$ cat src/rtl/flit_fifo_buffer.sv
// Router input-port flit FIFO, valid/ready on both sides, head flit read combinationally.
// Optional registered almost_full watermark enabled by defining FIFO_ALMOST_FULL_EN.
module flit_fifo_buffer #(
  parameter int WIDTH      = 18,
  parameter int DEPTH      = 8,
  parameter int ADDR_WIDTH = 3,
  parameter int AF_THRESH  = 6
) (
  input  logic                  clk,
  input  logic                  rst,
  input  logic                  in_valid,
  input  logic [WIDTH-1:0]      in_data,
  output logic                  in_ready,
  output logic                  out_valid,
  output logic [WIDTH-1:0]      out_data,
  input  logic                  out_ready,
  output logic [ADDR_WIDTH:0]   count,
  output logic                  almost_full
);

  localparam logic [ADDR_WIDTH:0] FULL_CNT = (ADDR_WIDTH+1)'(DEPTH);

  logic [WIDTH-1:0]      mem [DEPTH];
  logic [ADDR_WIDTH-1:0] wr_ptr;
  logic [ADDR_WIDTH-1:0] rd_ptr;
  logic [ADDR_WIDTH:0]   count_q;
  logic [ADDR_WIDTH:0]   count_next;
  logic                  push;
  logic                  pop;

  assign in_ready  = (count_q != FULL_CNT);
  assign out_valid = (count_q != '0);
  assign out_data  = out_valid ? mem[rd_ptr] : '0;
  assign count     = count_q;
  assign push      = in_valid & in_ready;
  assign pop       = out_valid & out_ready;

  always_comb begin
    count_next = count_q;
    if (push && !pop)
      count_next = count_q + 1'b1;
    else if (pop && !push)
      count_next = count_q - 1'b1;
  end

  // Pointers wrap through natural ADDR_WIDTH overflow; a full FIFO refuses pushes,
  // so a simultaneous write never lands on the entry being read.
  always_ff @(posedge clk or posedge rst) begin
    if (rst) begin
      wr_ptr  <= '0;
      rd_ptr  <= '0;
      count_q <= '0;
      for (int i = 0; i < DEPTH; i++)
        mem[i] <= '0;
    end else begin
      if (push) begin
        mem[wr_ptr] <= in_data;
        wr_ptr      <= wr_ptr + 1'b1;
      end
      if (pop)
        rd_ptr <= rd_ptr + 1'b1;
      count_q <= count_next;
    end
  end

`ifdef FIFO_ALMOST_FULL_EN
  localparam logic [ADDR_WIDTH:0] AF_CNT = (ADDR_WIDTH+1)'(AF_THRESH);

  always_ff @(posedge clk or posedge rst) begin
    if (rst)
      almost_full <= 1'b0;
    else
      almost_full <= (count_next >= AF_CNT);
  end
`else
  logic unused_af_thresh;
  assign unused_af_thresh = ^AF_THRESH;
  assign almost_full      = 1'b0;
`endif

endmodule

$ cat config.mk
export PLATFORM = sky130hd
export DESIGN_NAME = flit_fifo_buffer
export DESIGN_NICKNAME = d
export VERILOG_FILES = /design/src/rtl/flit_fifo_buffer.sv
export SDC_FILE = /design/constraint.sdc
export NUM_CORES = 1
export LEC_CHECK = 0
export CAP_MARGIN = 25
export CORE_MARGIN = 4
export CORE_UTILIZATION = 55
export CTS_BUF_LIST = sky130_fd_sc_hd__clkbuf_4 sky130_fd_sc_hd__clkbuf_8
export DETAILED_ROUTE_END_ITERATION = 8
export MAX_ROUTING_LAYER = met4
export PLACE_DENSITY_LB_ADDON = 0.1
export SKIP_LAST_GASP = 1
export SLEW_MARGIN = 15
export SYNTH_ARGS = -nofsm -noshare
export SYNTH_HDL_FRONTEND = slang
export SYNTH_SLANG_ARGS = --single-unit
$ cat constraint.sdc
create_clock -name clk -period 5.1 [get_ports clk]
set_clock_uncertainty 0.05 [all_clocks]
set_input_delay 0.51 -clock clk [delete_from_list [all_inputs] [get_ports clk]]
set_output_delay 0.51 -clock clk [all_outputs]
set_load 0.03 [all_outputs]
==> metrics.txt <==
worst-margin pin slew 0.920 ns; post-synth cell types 39; Critical Path End Type output port; Detail Placement HPWL 8.23 mm; port bufs 45; Hold Slack 0.442 ns; Sink Count 154; nets 508; core footprint 12800 um2; outcome finished clean; vias 3867; number of synthesis warnings 0; maxcap violations 0; Post-synth EDFFs 0; # DRC 0; initial antenna violation count 0; R2R Path Start count[0]; Area contributors post-synth dfrtp_1 (53%), mux2_2 (16%), mux4_2 (11%), mux2_4 (6.4%), a22o_1 (2.2%); std cell rows 41; Commonest cells post-synth dfrtp_1 (154), mux2_2 (105), mux4_2 (36), mux2_4 (31), a22o_1 (18); worst-case reg-to-reg path depth 10; pre-CTS setup slack 1.82 ns; top_reg_cell synth dfrtp_1; Fill cells 961; post-route cell area 8210 um2; number of diodes 0; P&R area growth vs syn 12.5%; leakage 3.49 nW; worst setup margin 1.53 ns; RSZ-0062 raised after global routing false; Peak VDD IR 540 uV; Mapped Cells 433; post-cts hold buffer count 0; critical path peak fanout 28; Mapped Avg Cell Area 16.8 um2; Hold EP mem[62]; Pins Over Slew Limit 0; Antenna Violating Nets Remaining 0; initial core utilization 56.9%; drt initial violations 283; H-tree Lvls 4; GR Util All Layers 20.6%; startpoint types flip-flop; Setup violations, final 0; Design Power 5.91 mW; R2R Setup Slk 1.81 ns; Core Util, Final 64.0%; syn nets 461; CP Class reg2out; clock-pin slew on the worst setup and hold paths 0.07 ns; vias in the first global route 4134; hold_sp mem[62]; fmax 0.280 GHz; Final Hold Vio Count 0; Arr. time, crit path 3.01 ns; final wirelength 13.8 mm; Hold Path Stages 1; Rel. slew slack 38.7%; Post-CTS Setup Inserts 0; most common cell in the netlist dfrtp_1; layout cell share with drive strength beyond 1 45.6%; Clock Path Buffers 2; full die area 15200 um2; ys async rst share 100%; total CTS buffers 17; die height 123 um; Period Utilization, post-route 70.0%; Initial DRT Pass Iterations 4; Synth area leader dfrtp_1; worst skew pair latency 0.43 ns; P per Cell Area 720 nW/um2; GPL Wtd Cong 0.712; top-area cell type share of the netlist area 52.8%; #FFs+latches synth 154; Inst Count DP 632; I/O pin total 47; chip width 123 um; R2R Path End count[3]; Area after DPL 7830 um2; post-DR vias/cell 5.82; wire per inst 20.7 um; fin cells 665; total grt overflow 0; post_cts resized 0; largest net degree at the start of global routing 119; cell area after synthesis 7300 um2; setup TNS 0 ns; Root Buffer clkbuf_8; first-pass GRT wire length 22.7 mm; post-layout min period 3.57 ns; CTS tree yes; sequential element share of the synthesized area 52.8%; Min-Delay Path Class reg2reg; worst path required time 4.54 ns
==> where the power goes <==
group | internal (mW) | leakage (nW) | switching, mW
clock | 0.391 | 0.186 | 0.419
sequential | 1.84 | 1.85 | 0.394
combinational | 1.63 | 1.46 | 1.23
==> sequential cells by signal, summed over array words and instances, names as in the netlist <==
| register | count |
|---|---|
| mem | 144 |
| count | 4 |
| rd_ptr | 3 |
| wr_ptr | 3 |
==> cell type report <==
cell class                      instances  area, um2  share of cell area [%]
Clock buffer                           24        305                    3.72
Clock inverter                          8       45.0                   0.549
Inverter                                4       25.0                   0.305
Multi-Input combinational cell        249       3220                    39.3
Sequential cell                       154       3850                    47.0
Tap cell                              172        215                    2.62
Timing Repair Buffer                   54        538                    6.56
==> metal layers <==
layer	up-vias	global-route usage (%)	wire, um
met5	-	-	0
li1	1738	-	-
met1	2063	28.5	6450
met3	10	4.85	500
met2	56	30.7	6710
met4	0	5.95	121
==> worst max-delay path: stages, from the launching register on <==
cell,delay [ns]
dfrtp_2,0.58
buf_4,0.54
mux4_2,0.57
a22o_1,0.25
clkdlybuf4s50_1,0.59
==> cell families after synthesis <==
family / count (synthesis) / synth area share [%]
multiplexers: 184 / 35.5
flip-flops: 154 / 52.8
buffers and inverters: 30 / 3.09
AND/OR/NAND/NOR: 28 / 3.93
AO/OA/AOI/OAI: 24 / 2.73
adder cells (fa/ha/maj): 6 / 1.13
XOR/XNOR: 6 / 0.720
other: 1 / 0.0514
==> worst max path at each step <==
stage          depth (start not counted)      endpoint  slack [ns]      start
6_report                               4  out_data[17]        1.53  rd_ptr[0]
3_5_place_dp                          10      count[3]        1.82   count[0]
4_1_cts                                4   out_data[3]        1.44  rd_ptr[0]
5_1_grt                                4  out_data[16]        1.32  rd_ptr[0]
3_3_place_gp                          10      count[3]        1.92   count[0]
2_1_floorplan                          1      count[0]        0.39        rst
==> placed cells by master, fill, tap and decap left out, types with 2 or more instances in the layout <==
cell               n
clkbuf_4           4
clkdlybuf4s50_1   45
clkbuf_8          20
nand2_1            6
clkinv_2           6
dfrtp_1          153
a22o_1            18
inv_1              2
ha_1               5
nor4b_4            3
mux2_2           105
mux4_2            36
inv_6              2
o211ai_1           2
xnor2_1            6
nand4b_4           2
mux2_1            11
or4_1              2
mux2_4            31
a21oi_1            2
clkinvlp_4         2
buf_4              8
nand3_1            4
Note: power is estimated with default switching activity, not from simulation.
